`src/rtl/alu8_pkg.sv`:
```
// rtl/alu8_pkg.sv - shared types and constants for the alu8 execute unit
// Contents: WIDTH, opcode_e (ADD..PASS = 0..15), TRUE_BYTE/FALSE_BYTE compare
// results, SIGNED_MAX/SIGNED_MIN boundary operands for INC/DEC overflow.
package alu8_pkg;

    localparam int WIDTH = 8;

    typedef enum logic [3:0] {
        OP_ADD  = 4'd0,
        OP_SUB  = 4'd1,
        OP_AND  = 4'd2,
        OP_OR   = 4'd3,
        OP_XOR  = 4'd4,
        OP_NOT  = 4'd5,
        OP_SLL  = 4'd6,
        OP_SRL  = 4'd7,
        OP_SLA  = 4'd8,
        OP_SRA  = 4'd9,
        OP_INC  = 4'd10,
        OP_DEC  = 4'd11,
        OP_EQ   = 4'd12,
        OP_LT   = 4'd13,
        OP_GT   = 4'd14,
        OP_PASS = 4'd15
    } opcode_e;

    localparam logic [WIDTH-1:0] TRUE_BYTE  = 8'hFF;
    localparam logic [WIDTH-1:0] FALSE_BYTE = 8'h00;
    localparam logic [WIDTH-1:0] SIGNED_MAX = 8'h7F;
    localparam logic [WIDTH-1:0] SIGNED_MIN = 8'h80;

endpackage

```
`src/rtl/alu8_if.sv`:
```
// rtl/alu8_if.sv - operand/result bus between the sequencer and alu8
// Signals: in_valid, a, b, opcode (sequencer -> alu);
//          out_valid, result, zero, carry, overflow, sign (alu -> sequencer).
// master: sequencer side; slave: alu8 side.
interface alu8_if;
    import alu8_pkg::*;

    logic             in_valid;
    logic [WIDTH-1:0] a;
    logic [WIDTH-1:0] b;
    logic [3:0]       opcode;
    logic             out_valid;
    logic [WIDTH-1:0] result;
    logic             zero;
    logic             carry;
    logic             overflow;
    logic             sign;

    modport master (
        output in_valid, a, b, opcode,
        input  out_valid, result, zero, carry, overflow, sign
    );

    modport slave (
        input  in_valid, a, b, opcode,
        output out_valid, result, zero, carry, overflow, sign
    );

endinterface

```
`src/rtl/alu8_comb.sv`:
```
// rtl/alu8_comb.sv - combinational result/carry/overflow for one alu8 op
// Ports: a, b (operands), op (opcode_e) -> result, carry, overflow.
// Optional: ALU8_SIGNED_CMP_EN makes LT/GT compare two's-complement values.
module alu8_comb
    import alu8_pkg::*;
(
    input  logic [WIDTH-1:0] a,
    input  logic [WIDTH-1:0] b,
    input  opcode_e          op,
    output logic [WIDTH-1:0] result,
    output logic             carry,
    output logic             overflow
);

    localparam int MSB = WIDTH - 1;

    // One extra bit so carry/borrow falls out of the add/subtract directly.
    logic [WIDTH:0] ext;
    logic           lt;
    logic           gt;

    always_comb begin
        ext      = '0;
        lt       = 1'b0;
        gt       = 1'b0;
        result   = '0;
        carry    = 1'b0;
        overflow = 1'b0;
        // Unary branches never read b, so an unknown b cannot reach the outputs.
        case (op)
            OP_ADD: begin
                ext      = {1'b0, a} + {1'b0, b};
                result   = ext[MSB:0];
                carry    = ext[WIDTH];
                overflow = (a[MSB] == b[MSB]) && (ext[MSB] != a[MSB]);
            end
            OP_SUB: begin
                // Bit WIDTH of the extended difference is set exactly when a < b.
                ext      = {1'b0, a} - {1'b0, b};
                result   = ext[MSB:0];
                carry    = ext[WIDTH];
                overflow = (a[MSB] != b[MSB]) && (ext[MSB] != a[MSB]);
            end
            OP_AND: result = a & b;
            OP_OR:  result = a | b;
            OP_XOR: result = a ^ b;
            OP_NOT: result = ~a;
            OP_SLL: begin
                result = {a[MSB-1:0], 1'b0};
                carry  = a[MSB];
            end
            OP_SRL: begin
                result = {1'b0, a[MSB:1]};
                carry  = a[0];
            end
            OP_SLA: begin
                result   = {a[MSB-1:0], 1'b0};
                carry    = a[MSB];
                overflow = a[MSB] ^ a[MSB-1];
            end
            OP_SRA: begin
                result = {a[MSB], a[MSB:1]};
                carry  = a[0];
            end
            OP_INC: begin
                ext      = {1'b0, a} + (WIDTH+1)'(1);
                result   = ext[MSB:0];
                carry    = ext[WIDTH];
                overflow = (a == SIGNED_MAX);
            end
            OP_DEC: begin
                result   = a - WIDTH'(1);
                carry    = (a == '0);
                overflow = (a == SIGNED_MIN);
            end
            OP_EQ: result = (a == b) ? TRUE_BYTE : FALSE_BYTE;
            OP_LT: begin
`ifdef ALU8_SIGNED_CMP_EN
                lt = $signed(a) < $signed(b);
`else
                lt = a < b;
`endif
                result = lt ? TRUE_BYTE : FALSE_BYTE;
            end
            OP_GT: begin
`ifdef ALU8_SIGNED_CMP_EN
                gt = $signed(a) > $signed(b);
`else
                gt = a > b;
`endif
                result = gt ? TRUE_BYTE : FALSE_BYTE;
            end
            OP_PASS: result = a;
            default: result = '0;
        endcase
    end

endmodule

```
`src/rtl/alu8.sv`:
```
// rtl/alu8.sv - 8-bit registered ALU, one cycle from in_valid to out_valid
// Ports: clk, rst_n (async assert, active-low), bus (alu8_if.slave):
//   in_valid/a/b/opcode in; out_valid/result/zero/carry/overflow/sign out.
// Optional: ALU8_SIGNED_CMP_EN (signed LT/GT, handled in alu8_comb).
module alu8
    import alu8_pkg::*;
(
    input  logic  clk,
    input  logic  rst_n,
    alu8_if.slave bus
);

    logic [WIDTH-1:0] comb_result;
    logic             comb_carry;
    logic             comb_overflow;

    logic             out_valid_d, out_valid_q;
    logic [WIDTH-1:0] result_d,    result_q;
    logic             zero_d,      zero_q;
    logic             carry_d,     carry_q;
    logic             overflow_d,  overflow_q;
    logic             sign_d,      sign_q;

    alu8_comb u_comb (
        .a        (bus.a),
        .b        (bus.b),
        .op       (opcode_e'(bus.opcode)),
        .result   (comb_result),
        .carry    (comb_carry),
        .overflow (comb_overflow)
    );

    // Without in_valid, result and flags keep the last issued op's values.
    always_comb begin
        out_valid_d = bus.in_valid;
        result_d    = result_q;
        zero_d      = zero_q;
        carry_d     = carry_q;
        overflow_d  = overflow_q;
        sign_d      = sign_q;
        if (bus.in_valid) begin
            result_d   = comb_result;
            zero_d     = (comb_result == '0);
            carry_d    = comb_carry;
            overflow_d = comb_overflow;
            sign_d     = comb_result[WIDTH-1];
        end
    end

    // zero resets to 0 even though result resets to 0.
    always_ff @(posedge clk or negedge rst_n) begin
        if (!rst_n) begin
            out_valid_q <= 1'b0;
            result_q    <= '0;
            zero_q      <= 1'b0;
            carry_q     <= 1'b0;
            overflow_q  <= 1'b0;
            sign_q      <= 1'b0;
        end else begin
            out_valid_q <= out_valid_d;
            result_q    <= result_d;
            zero_q      <= zero_d;
            carry_q     <= carry_d;
            overflow_q  <= overflow_d;
            sign_q      <= sign_d;
        end
    end

    assign bus.out_valid = out_valid_q;
    assign bus.result    = result_q;
    assign bus.zero      = zero_q;
    assign bus.carry     = carry_q;
    assign bus.overflow  = overflow_q;
    assign bus.sign      = sign_q;

endmodule

```
`src/flat_wrapper.sv`:
```
// flat-port wrapper written by rule: the top's interface ports become plain ports
module alu8_flat import alu8_pkg::*;
  (clk, rst_n, bus_in_valid, bus_a, bus_b, bus_opcode, bus_out_valid, bus_result, bus_zero, bus_carry, bus_overflow, bus_sign);
  alu8_if bus_i ();
  input  logic clk;
  input  logic rst_n;
  input wire logic [$bits(bus_i.in_valid)-1:0] bus_in_valid;
  input wire logic [$bits(bus_i.a)-1:0] bus_a;
  input wire logic [$bits(bus_i.b)-1:0] bus_b;
  input wire logic [$bits(bus_i.opcode)-1:0] bus_opcode;
  output wire logic [$bits(bus_i.out_valid)-1:0] bus_out_valid;
  output wire logic [$bits(bus_i.result)-1:0] bus_result;
  output wire logic [$bits(bus_i.zero)-1:0] bus_zero;
  output wire logic [$bits(bus_i.carry)-1:0] bus_carry;
  output wire logic [$bits(bus_i.overflow)-1:0] bus_overflow;
  output wire logic [$bits(bus_i.sign)-1:0] bus_sign;
  assign bus_i.in_valid = bus_in_valid;
  assign bus_i.a = bus_a;
  assign bus_i.b = bus_b;
  assign bus_i.opcode = bus_opcode;
  assign bus_out_valid = bus_i.out_valid;
  assign bus_result = bus_i.result;
  assign bus_zero = bus_i.zero;
  assign bus_carry = bus_i.carry;
  assign bus_overflow = bus_i.overflow;
  assign bus_sign = bus_i.sign;
  alu8 u_core (.clk(clk), .rst_n(rst_n), .bus(bus_i));
endmodule
```
`config.mk`:
```
export PLATFORM = sky130hd
export DESIGN_NAME = alu8_flat
export DESIGN_NICKNAME = d
export VERILOG_FILES = /design/src/rtl/alu8_pkg.sv /design/src/rtl/alu8_if.sv /design/src/rtl/alu8_comb.sv /design/src/rtl/alu8.sv /design/src/flat_wrapper.sv
export SDC_FILE = /design/constraint.sdc
export NUM_CORES = 1
export LEC_CHECK = 0
export ABC_AREA = 1
export CAP_MARGIN = 20
export CORE_ASPECT_RATIO = 1.2
export CORE_UTILIZATION = 59
export CTS_CLUSTER_SIZE = 12
export DETAILED_ROUTE_END_ITERATION = 6
export GPL_ROUTABILITY_DRIVEN = 1
export PLACE_DENSITY = 0.85
export SKIP_LAST_GASP = 1
export SYNTH_ARGS = -nofsm -noshare
export SYNTH_HDL_FRONTEND = slang
export SYNTH_HIERARCHICAL = 1
export SYNTH_SLANG_ARGS = --single-unit
```
`constraint.sdc`:
```
create_clock -name clk -period 1.3 [get_ports clk]
set_input_delay 0.195 -clock clk [delete_from_list [all_inputs] [get_ports clk]]
set_output_delay 0.195 -clock clk [all_outputs]
set_load 0.02 [all_outputs]
```
==> out/metrics.cfg, run 1 <==
[yosys]
synth_sequential_area_ratio=0.1150
avgSynthCellArea_um2=5.677
syn_inst=460
ys_ff_latch=12
yosys_warnings=6
synth_area_mm2=0.002611
synth_cell_types=30
syn_nets=515

[outcome]
stop_stage=clock tree synthesis (4_1_cts)
status=did not finish
error_line=[ERROR DPL-0038] Utilization greater than 100%, impossible to legalize

[cts]
cts_hold_buf=0
cts_resized=199
max-clock-path-buffers=2
cts-buffers-inserted=3
cts-root-buf=clkbuf_8
cts_sinks=12
post_cts_buffers=22
cts-htree-levels=1

[place]
hpwl_mm=9.528
place_congestion=1.135
postPlaceCellArea_mm2=0.003933
io_buffer_count=35
pre_cts_ws_ps=-1346

[floorplan]
rows=26
pin_count=36
start_util=0.6127
die-height_um=74.88
die_x_um=62.73

## stage by stage
step,TNS [ps],instances
global placement,-12170,646
floorplan,-4081,460
detailed placement,-13390,646
## cells in the mapped netlist
| library cell | count | area [µm²] |
|---|---|---|
| nand2_1 | 130 | 488.0 |
| inv_1 | 60 | 225.2 |
| nor2_1 | 58 | 217.7 |
| nand3_1 | 48 | 240.2 |
| ha_1 | 30 | 375.4 |
| o21ai_0 | 20 | 100.1 |
| nand4_1 | 15 | 93.84 |
| a21oi_1 | 12 | 60.06 |
| dfrtp_1 | 12 | 300.3 |
| inv_2 | 10 | 37.54 |
| nor2_2 | 9 | 56.30 |
| nor3_1 | 6 | 30.03 |
| buf_2 | 5 | 25.02 |
| buf_4 | 5 | 37.54 |
| o211ai_1 | 5 | 37.54 |
| o21ai_1 | 5 | 25.02 |
| o21ai_2 | 5 | 43.79 |
| o22ai_1 | 5 | 31.28 |
| xor2_1 | 4 | 35.03 |
| nand2_2 | 3 | 18.77 |
| buf_6 | 2 | 22.52 |
| fa_1 | 2 | 40.04 |
| o221ai_1 | 2 | 17.52 |
| a21o_1 | 1 | 7.510 |
| a221oi_1 | 1 | 8.760 |
| a31o_2 | 1 | 8.760 |
| a32oi_1 | 1 | 8.760 |
| clkinv_1 | 1 | 3.750 |
| or2_2 | 1 | 6.260 |
| xnor2_1 | 1 | 8.760 |
## cell families after synthesis
| family | Yosys count | synth area share |
|---|---|---|
| AOI/OAI and AO/OA | 58 | 0.1337 |
| and+or+nand+nor | 270 | 0.4408 |
| buffers and inverters | 83 | 0.1346 |
| DFF | 12 | 0.1150 |
| xor gates and xnor gates | 5 | 0.01677 |
| adders and majority gates | 32 | 0.1591 |
==> run 2, diff against run 1 <==
CORE_ASPECT_RATIO = unset   (was 1.2)
CORE_UTILIZATION = 40   (was 59)
CTS_CLUSTER_SIZE = unset   (was 12)
PLACE_DENSITY = unset   (was 0.85)
PLACE_DENSITY_LB_ADDON = 0.15   (was unset)
==> out/metrics.cfg, run 2 <==
[outcome]
status=complete, but fails checks
violations=negative setup slack

[power]
cellPowerDensity_mw_per_mm2=560.5
power.total_w=0.002652
vdd_drop_max_v=0.0008825
power_leakage_nw=2.387

[cells_and_area]
drive_above_1_share=0.4937
layout_common_cells=buf_4 (131), nand2_1 (104), nor2_1 (39)
diodes=0
areaGrowthSynthToFinish_pct=81.22
largest_reg_flops=8
finalNetCount=688
layout_commonest_cell=buf_4
design_area_mm2=0.004732

[timing]
final.setup.tns_ps=-4387
finalSetupViolations=11
min_period_ps=1786
final_max_slew_viol_count=0
hold_viol=0
tightest_slew_ps=310.5
setup_ws_ps=-485.8
max_freq_mhz=560.0
maxSlewHeadroom=0.7927
fin_hold_ws_ps=263.9
fin_skew_ps=0
rsz0062_at_grt=true
period_share=1.374

[yosys]
synth_most_common_cell=nand2_1
syn_inst=460  ; unchanged
synth_sequential_area_ratio=0.1150  ; unchanged
ys_ff_latch=12  ; unchanged
yosys_warnings=6  ; unchanged
synth_cell_types=30  ; unchanged
synth_flop_cell=dfrtp_1
synth_common_cells=nand2_1 (130), inv_1 (60), nor2_1 (58)
synth_edf_count=0  ; unchanged
avgSynthCellArea_um2=5.677  ; unchanged
synth_top_cell_by_area=nand2_1
syn_nets=515  ; unchanged
synthTopCellsByArea=nand2_1 (19%), ha_1 (14%), dfrtp_1 (11%), nand3_1 (9.2%), inv_1 (8.6%)
synth_area_mm2=0.002611  ; unchanged
synthArstFlopShare=1.000  ; unchanged
synth_top_area_share=0.1869  ; unchanged

[hold_path]
hp-class=in2async

[setup_path]
crit_arrival_ps=1910
cp.required_ps=1420
setup.worst_path.start_class=input pin
max_stage_delay_ps=250
crit_top_cell=nand2_2
cp_num_buf_inv=8
worstPathCellList=buf_8 > clkinvlp_4 > ha_4 > buf_12 > nor2_4 > buf_6 > inv_2 > nor2_2 > nand2_2 > nand2_2 > nand2_2 > nand3_2 > nand2_1 > nor2_1 > nand4_1 > inv_2 > buf_4 > buf_6 > o21ai_2
critPathCaptureType=register
cp_max_fo=4
path_delay_family=simple AND/OR/NAND/NOR gates
slowest_stage=ha_4
path_class=in2reg

[place]
pre_cts_ws_ps=-1289  ; +57.66 ps
postPlaceCellArea_mm2=0.004079  ; +3.7%
hpwl_mm=8.786  ; -7.8%
io_buffer_count=35  ; unchanged
place_congestion=1.053  ; -7.2%

[floorplan]
die-height_um=82.80  ; +11%
core_area_mm2=0.006314
pin_count=36  ; unchanged
die-area_mm2=0.006855
start_util=0.4136  ; -0.1991
die_x_um=82.80  ; +32%
rows=29  ; +12%

[drt]
drt_pass1_iterations=5
drt_iter0_markers=318
final_antenna_net_count=0
drc_errors=0
avgRoutedWirePerCell_um=15.83
vias=3797
via_per_inst=5.355
wirelength_mm=11.22

[global_routing]
grt_pass1_wl_mm=17.57
antenna_found_initial=0
grt_pass1_vias=3693
grt_max_degree=18
grt_use_total=0.3428
grt_overflow_total=0

[cts]
max-clock-path-buffers=2  ; unchanged
clk_latency_ps=240
cts-root-buf=clkbuf_8
cts-htree-levels=1  ; unchanged
cts-buffers-inserted=3  ; unchanged
cts_sinks=12  ; unchanged
cts_hold_buf=0  ; unchanged
clk_pin_slew_ps=50
cts_tree=built

[flow_run]
maxCapViolCount=0

run 2: kinds of logic after synthesis:
kind of cell,Yosys count,share of synthesized area
buf+inv,83,0.1346
compound gates,58,0.1337
fa+ha+maj,32,0.1591
xor+xnor,5,0.01677
flops,12,0.1150
simple gates,270,0.4408
run 2: power breakdown:
group / total [W] / switching (W) / internal, W / leakage [nW]
logic: 0.00179 / 0.000951 / 0.000843 / 2.21
registers: 0.000452 / 0.0000276 / 0.000424 / 0.153
clock network: 0.000407 / 0.000139 / 0.000268 / 0.0288
run 2: worst reg2reg max path: cells and delay by family, from the launching register on:
kind	cells	cell delay [ps]
flip-flops	1	390
AND/OR/NAND/NOR	1	80
AO/OA/AOI/OAI	1	50
run 2: worst paths after layout:
kind | from | end | slack, ps | cells after the start
hold reg to reg | u_core/bus.overflow | u_core/bus.overflow | 470 | 2
hold / removal | rst_n | u_core/bus.result[4] | 260 | 2
max in group asynchronous | rst_n | u_core/bus.result[3] | 880 | 2
setup / recovery | bus_a[4] | u_core/bus.result[7] | -490 | 19
min in group clk | u_core/bus.overflow | u_core/bus.overflow | 470 | 2
setup reg to reg | u_core/bus.result[7] | u_core/bus.result[7] | 660 | 2
run 2: layer usage:
metal / GRT usage / part of all wire / vias to the layer above
met5: 0 / 0 / -
met4: 0.07586 / 0.037 / 0
met3: 0.04918 / 0.075 / 37
met2: 0.6082 / 0.47 / 190
met1: 0.4347 / 0.42 / 1730
li1: - / - / 1840
run 2: metrics by stage:
stage	utilization	std cells
2_1_floorplan	-	460
3_3_place_gp	0.6461	683
3_5_place_dp	0.6461	683
4_1_cts	0.7132	706
5_1_grt	0.7495	709
6_report	0.7495	709
run 2: timing repair:
item	4_1_cts	5_1_grt
gates cloned	0	0
buffers inserted	19	5
pin swaps	58	52
resized for setup	167	71
endpoints found under the setup margin	24	11
endpoints found under the hold margin	0	0
run 2: cell type report:
type	count	area [µm²]
Fill cell	521	1582
Inverter	71	316.6
Multi-Input combinational cell	365	2500
Sequential cell	12	300.3
Tap cell	77	96.34
Timing Repair Buffer	180	1464
Clock buffer	4	55.05
No activity file was read; power rests on OpenSTA's default activity.
==> run 3, diff against run 2 <==
CORE_MARGIN = 3   (was unset)
==> out/metrics.cfg, run 3 (same netlist as run 2, synthesis figures left out) <==
[setup_path]
max_stage_delay_ps=270  ; +20 ps
worstPathCellList=buf_8 > clkinv_8 > ha_4 > buf_12 > nor2_4 > nand3_2 > nand3_4 > nand2_4 > nand3_2 > nand2_4 > inv_2 > nand4_1 > or2_4 > nor2_1 > nand2_1 > nand2_1
critPathCaptureType=register
reg2regPathDepth=2  ; unchanged
setup.worst_path.start_class=input pin
slowest_stage=or2_4
cp.required_ps=1480  ; +60 ps
regToRegSetupSlack_ps=660  ; about the same
path_class=in2reg
cp_max_fo=5  ; +1
crit_arrival_ps=2010  ; +100 ps
reg2reg_from=u_core/bus.result[2]
regToRegEndpoint=u_core/bus.result[2]

[cts]
cts_sinks=12  ; unchanged
cts-root-buf=clkbuf_8
clk_latency_ps=230  ; about the same
max-clock-path-buffers=2  ; unchanged
cts-htree-levels=1  ; unchanged
clk_pin_slew_ps=50  ; about the same
cts-buffers-inserted=3  ; unchanged
cts_hold_buf=0  ; unchanged
cts_tree=built

[place]
place_congestion=1.027  ; -2.5%
hpwl_mm=8.585  ; -2.3%
io_buffer_count=35  ; unchanged
pre_cts_ws_ps=-1305  ; -16.20 ps
placed_cells=670  ; -1.9%

[timing]
max_freq_mhz=545.7  ; -2.5%
period_share=1.410  ; +0.03588
maxSlewHeadroom=0.7956  ; +0.002865
final_max_slew_viol_count=0  ; unchanged
hold_viol=0  ; unchanged
final.setup.tns_ps=-4687  ; -300.1 ps
tightest_slew_ps=306.2  ; -4.291 ps
finalSetupViolations=11  ; unchanged
fin_skew_ps=0  ; unchanged
min_period_ps=1832  ; +46.65 ps
rsz0062_at_grt=true
setup_ws_ps=-532.5  ; -46.65 ps

[cells_and_area]
largest_reg_flops=8  ; unchanged
layout_common_cells=buf_4 (124), nand2_1 (98), nor2_1 (38)
regArea_um2=300.3  ; unchanged
areaGrowthSynthToFinish_pct=82.27
finalNetCount=683  ; -0.73%
diodes=0  ; unchanged
fillers=469  ; -10%
layout_commonest_cell=buf_4
drive_above_1_share=0.5016  ; +0.007927
fin_cells=701  ; -1.1%
multi_input_area_mm2=0.002540  ; +1.6%

[drt]
vias=3799  ; +0.053%
drt_iter0_markers=381  ; +20%
final_antenna_net_count=0  ; unchanged
drt_pass1_iterations=7  ; +2
drc_errors=0  ; unchanged
via_per_inst=5.419  ; +1.2%
wirelength_mm=11.60  ; +3.4%
avgRoutedWirePerCell_um=16.54  ; +4.5%

[hold_path]
hp-class=in2async

[floorplan]
start_util=0.4259  ; +0.01232
die-area_mm2=0.007533  ; +9.9%
rows=28  ; -3.4%
die-height_um=86.80  ; +4.8%
core_area_mm2=0.006131  ; -2.9%
pin_count=36  ; unchanged
die_x_um=86.80  ; +4.8%

[global_routing]
use_met3=0.03612  ; -0.01306
grt_max_degree=18  ; unchanged
grt_use_total=0.2922  ; -0.05061
grt_pass1_vias=3539  ; -4.2%
top_usage_layer=met2
grt_use_met1=0.4021  ; -0.03266
grt_overflow_total=0  ; unchanged
met2_usage=0.4686  ; -0.1396
antenna_found_initial=0  ; unchanged
grt_pass1_wl_mm=17.29  ; -1.6%

[power]
power_leakage_nw=2.376  ; -0.47%
vdd_drop_max_v=0.0006960  ; -21%
cellPowerDensity_mw_per_mm2=558.6  ; -0.33%

[outcome]
status=complete, but fails checks
violations=negative setup slack

[flow_run]
maxCapViolCount=0  ; unchanged

==> run 3: cell count changes in the layout (fill, tap and decap cells not counted), moves of 3 or more <==
| cell | before | now |
|---|---|---|
| buf_12 | 1 | 6 |
| buf_6 | 16 | 13 |
| nand2_2 | 18 | 26 |
| nand2_1 | 104 | 98 |
| a21oi_2 | 5 | 2 |
| clkbuf_2 | 1 | 4 |
| buf_4 | 131 | 124 |
==> run 3: worst max-delay path, delay by kind of cell <==
family                     cells  cell delay [ps]
buffers and inverters          4              360
and+or+nand+nor               11             1200
adders and majority gates      1              260
==> run 3: report_power, final <==
| group | internal, W | switching (W) | leakage [nW] |
|---|---|---|---|
| combinational | 0.000878 | 0.000996 | 2.20 |
| sequential | 0.000424 | 0.0000240 | 0.153 |
| clock | 0.000204 | 0.000133 | 0.0216 |
| total | 0.00151 | 0.00115 | 2.38 |
==> run 3: area by class of cell <==
| cell class | instances | share of cell area |
|---|---|---|
| multi-input cells | 365 | 0.5337 |
| repair buffers | 175 | 0.3084 |
| inverters | 71 | 0.06651 |
| flip-flops and latches | 12 | 0.06309 |
| well taps | 75 | 0.01972 |
| clock buffers | 3 | 0.008675 |
==> run 3: worst max-delay path by stage <==
stage	startpoint	end	slack (ps)	cells after the start
after CTS	bus_a[0]	u_core/bus.zero	-530	17
after floorplan	bus_a[5]	u_core/bus.zero	-640	18
after detailed placement	bus_a[2]	u_core/bus.zero	-1300	18
final	bus_a[2]	u_core/bus.zero	-530	16
after global routing	bus_a[0]	u_core/bus.zero	-630	17
after global placement	bus_a[4]	u_core/bus.zero	-1250	18
==> run 3: routing by layer <==
metal | share of wire | vias up
li1 | - | 1811
met1 | 0.41 | 1732
met2 | 0.47 | 218
met3 | 0.083 | 38
met4 | 0.033 | 0
met5 | 0 | -
==> run 3: what timing repair did <==
item / CTS / global route
endpoints found under the setup margin: 24 / 11
buffers inserted: 17 / 12
hold endpoints to repair: 0 / 0
pin swaps: 65 / 58
gates cloned: 1 / 0
gates resized for setup: 159 / 88
==> run 3: through the flow <==
stage	hold WS, ps	total power, W	cell area, µm²	utilization
2_1_floorplan	-100.6	0.001243	2851	-
3_3_place_gp	456.4	0.001934	3994	0.6514
3_5_place_dp	457.6	0.001953	3994	0.6514
4_1_cts	282.2	0.002432	4385	0.7153
5_1_grt	281.2	0.002821	4760	0.7763
6_report	270.8	0.002659	4760	0.7763
==> run 4, diff against run 3 <==
GPL_TIMING_DRIVEN = 0   (was unset)
SKIP_LAST_GASP = unset   (was 1)
==> out/metrics.cfg, run 4 (same netlist as run 2, synthesis figures left out) <==
[cells_and_area]
diodes=0  ; unchanged
drive_above_1_share=0.3975  ; -0.1041
areaGrowthSynthToFinish_pct=57.45
layout_commonest_cell=nand2_1
fillers=541  ; +15%
layout_common_cells=nand2_1 (105), buf_4 (47), nor2_1 (41)
fin_cells=626  ; -11%
finalNetCount=607  ; -11%
fin_util=0.6706  ; -0.1057
largest_reg_flops=8  ; unchanged
design_area_mm2=0.004111  ; -14%

[place]
hpwl_mm=7.338  ; -15%
postPlaceCellArea_mm2=0.003296  ; -17%
place_congestion=0.9592  ; -6.6%
placed_cells=570  ; -15%
io_buffer_count=35  ; unchanged

[power]
p_seq_frac=0.179  ; +0.010
p_comb_frac=0.653  ; -0.052
p_sw_frac=0.4381  ; +0.004670
power.total_w=0.002494  ; -6.2%
power_frac_clock=0.167  ; +0.040
p_int_w=0.001401  ; -7.0%
cellPowerDensity_mw_per_mm2=606.5  ; +8.6%
power_leakage_nw=1.984  ; -16%
vdd_drop_max_v=0.0007893  ; +13%
p_sw_w=0.001092  ; -5.2%

[global_routing]
grt_pass1_wl_mm=16.57  ; -4.2%
grt_use_total=0.2827  ; -0.009534
grt_pass1_vias=3401  ; -3.9%
grt_max_degree=13  ; -5
antenna_found_initial=0  ; unchanged
grt_overflow_total=0  ; unchanged

[timing]
hold_viol=0  ; unchanged
tightest_slew_ps=563.4  ; +257.2 ps
setup_ws_ps=-639.4  ; -107.0 ps
min_period_ps=1939  ; +107.0 ps
max_freq_mhz=515.6  ; -5.5%
final_max_slew_viol_count=0  ; unchanged
period_share=1.492  ; +0.08228
finalSetupViolations=11  ; unchanged
fin_skew_ps=0  ; unchanged
rsz0062_at_grt=true
fin_hold_ws_ps=311.8  ; +40.92 ps
maxSlewHeadroom=0.6233  ; -0.1723

[setup_path]
slowest_stage=ha_4
cp_num_buf_inv=3  ; -1
crit_arrival_ps=2130  ; +120 ps
path_class=in2reg
cp_max_fo=10  ; +5
setup.worst_path.start_class=input pin
critPathCaptureType=register
regToRegEndpoint=u_core/bus.result[0]
path_delay_family=simple AND/OR/NAND/NOR gates
regToRegSetupSlack_ps=670  ; about the same
reg2regPathDepth=2  ; unchanged
reg2reg_from=u_core/bus.result[0]
cp.required_ps=1490  ; about the same
max_stage_delay_ps=340  ; +70 ps
worstPathCellList=buf_6 > clkinvlp_4 > ha_4 > nor2_4 > nand3_2 > nand3_4 > buf_4 > o21ai_0 > a21o_1 > nand4_1 > or2_4 > nor2_4 > nand2_1 > nand2_1

[cts]
clk_latency_ps=240  ; about the same
clk_pin_slew_ps=60  ; about the same
cts-htree-levels=1  ; unchanged
cts_tree=built
cts-root-buf=clkbuf_8
cts_sinks=12  ; unchanged
cts-buffers-inserted=3  ; unchanged
cts_hold_buf=0  ; unchanged
max-clock-path-buffers=2  ; unchanged

[flow_run]
maxCapViolCount=0  ; unchanged

[floorplan]
core_area_mm2=0.006131  ; unchanged
start_util=0.4259  ; unchanged
die-area_mm2=0.007533  ; unchanged
rows=28  ; unchanged
die-height_um=86.80  ; unchanged
pin_count=36  ; unchanged
die_x_um=86.80  ; unchanged

[outcome]
status=complete, but fails checks
violations=negative setup slack

[drt]
drt_iter0_markers=288  ; -24%
final_antenna_net_count=0  ; unchanged
avgRoutedWirePerCell_um=16.74  ; +1.2%
drt_pass1_iterations=5  ; -2
drc_errors=0  ; unchanged
via_per_inst=5.642  ; +4.1%
vias=3532  ; -7.0%
wirelength_mm=10.48  ; -9.6%

[hold_path]
hp-class=in2async

run 4: cell types whose count changed in the layout (fill, tap and decap cells not counted), moves of 5 or more:
cell     delta
buf_4      -77
nand2_1     +7
inv_2       -5
nand2_4     -5
nor2_4      -5
run 4: final cells by class:
type | instances | area [µm²] | area share
Clock buffer | 4 | 55.05 | 0.01339
Buffer | 8 | 103.9 | 0.02526
Sequential cell | 12 | 300.3 | 0.07304
Multi-Input combinational cell | 365 | 2419 | 0.5883
Timing Repair Buffer | 91 | 813.3 | 0.1978
Inverter | 71 | 326.6 | 0.07943
Tap cell | 75 | 93.84 | 0.02282
run 4: metal layers:
| metal | part of all wire | vias up | global-route usage |
|---|---|---|---|
| met4 | 0.048 | 0 | 0.1147 |
| met2 | 0.46 | 201 | 0.4624 |
| met5 | 0 | - | 0 |
| li1 | - | 1673 | - |
| met1 | 0.40 | 1610 | 0.3728 |
| met3 | 0.094 | 48 | 0.03707 |
run 4: power by group through the flow:
stage / registers (W) / clock network (W) / logic, W
2_1_floorplan: 0.000520 / 0 / 0.000722
3_3_place_gp: 0.000456 / 0 / 0.00120
3_5_place_dp: 0.000457 / 0 / 0.00121
4_1_cts: 0.000449 / 0.000432 / 0.00139
5_1_grt: 0.000455 / 0.000443 / 0.00176
6_report: 0.000447 / 0.000417 / 0.00163
run 4: worst max path at each step:
| stage | start | to | cells after the start |
|---|---|---|---|
| after CTS | bus_a[2] | u_core/bus.zero | 19 |
| after global routing | bus_a[6] | u_core/bus.zero | 18 |
| after global placement | bus_a[4] | u_core/bus.zero | 19 |
| final | bus_a[1] | u_core/bus.zero | 14 |
| after floorplan | bus_a[5] | u_core/bus.zero | 18 |
| after detailed placement | bus_a[4] | u_core/bus.zero | 19 |
run 4: repair_timing:
item,in CTS,in global routing
gates resized for setup,156,70
setup buffers,40,18
pin swaps,49,46
endpoints found under the setup margin,24,12
run 4: per-stage QoR:
stage	setup TNS [ps]	setup slack, ps
5_1_grt	-6057	-722.7
2_1_floorplan	-4081	-644.7
3_3_place_gp	-17660	-1940
4_1_cts	-4130	-564.3
6_report	-4879	-639.4
3_5_place_dp	-17980	-1959
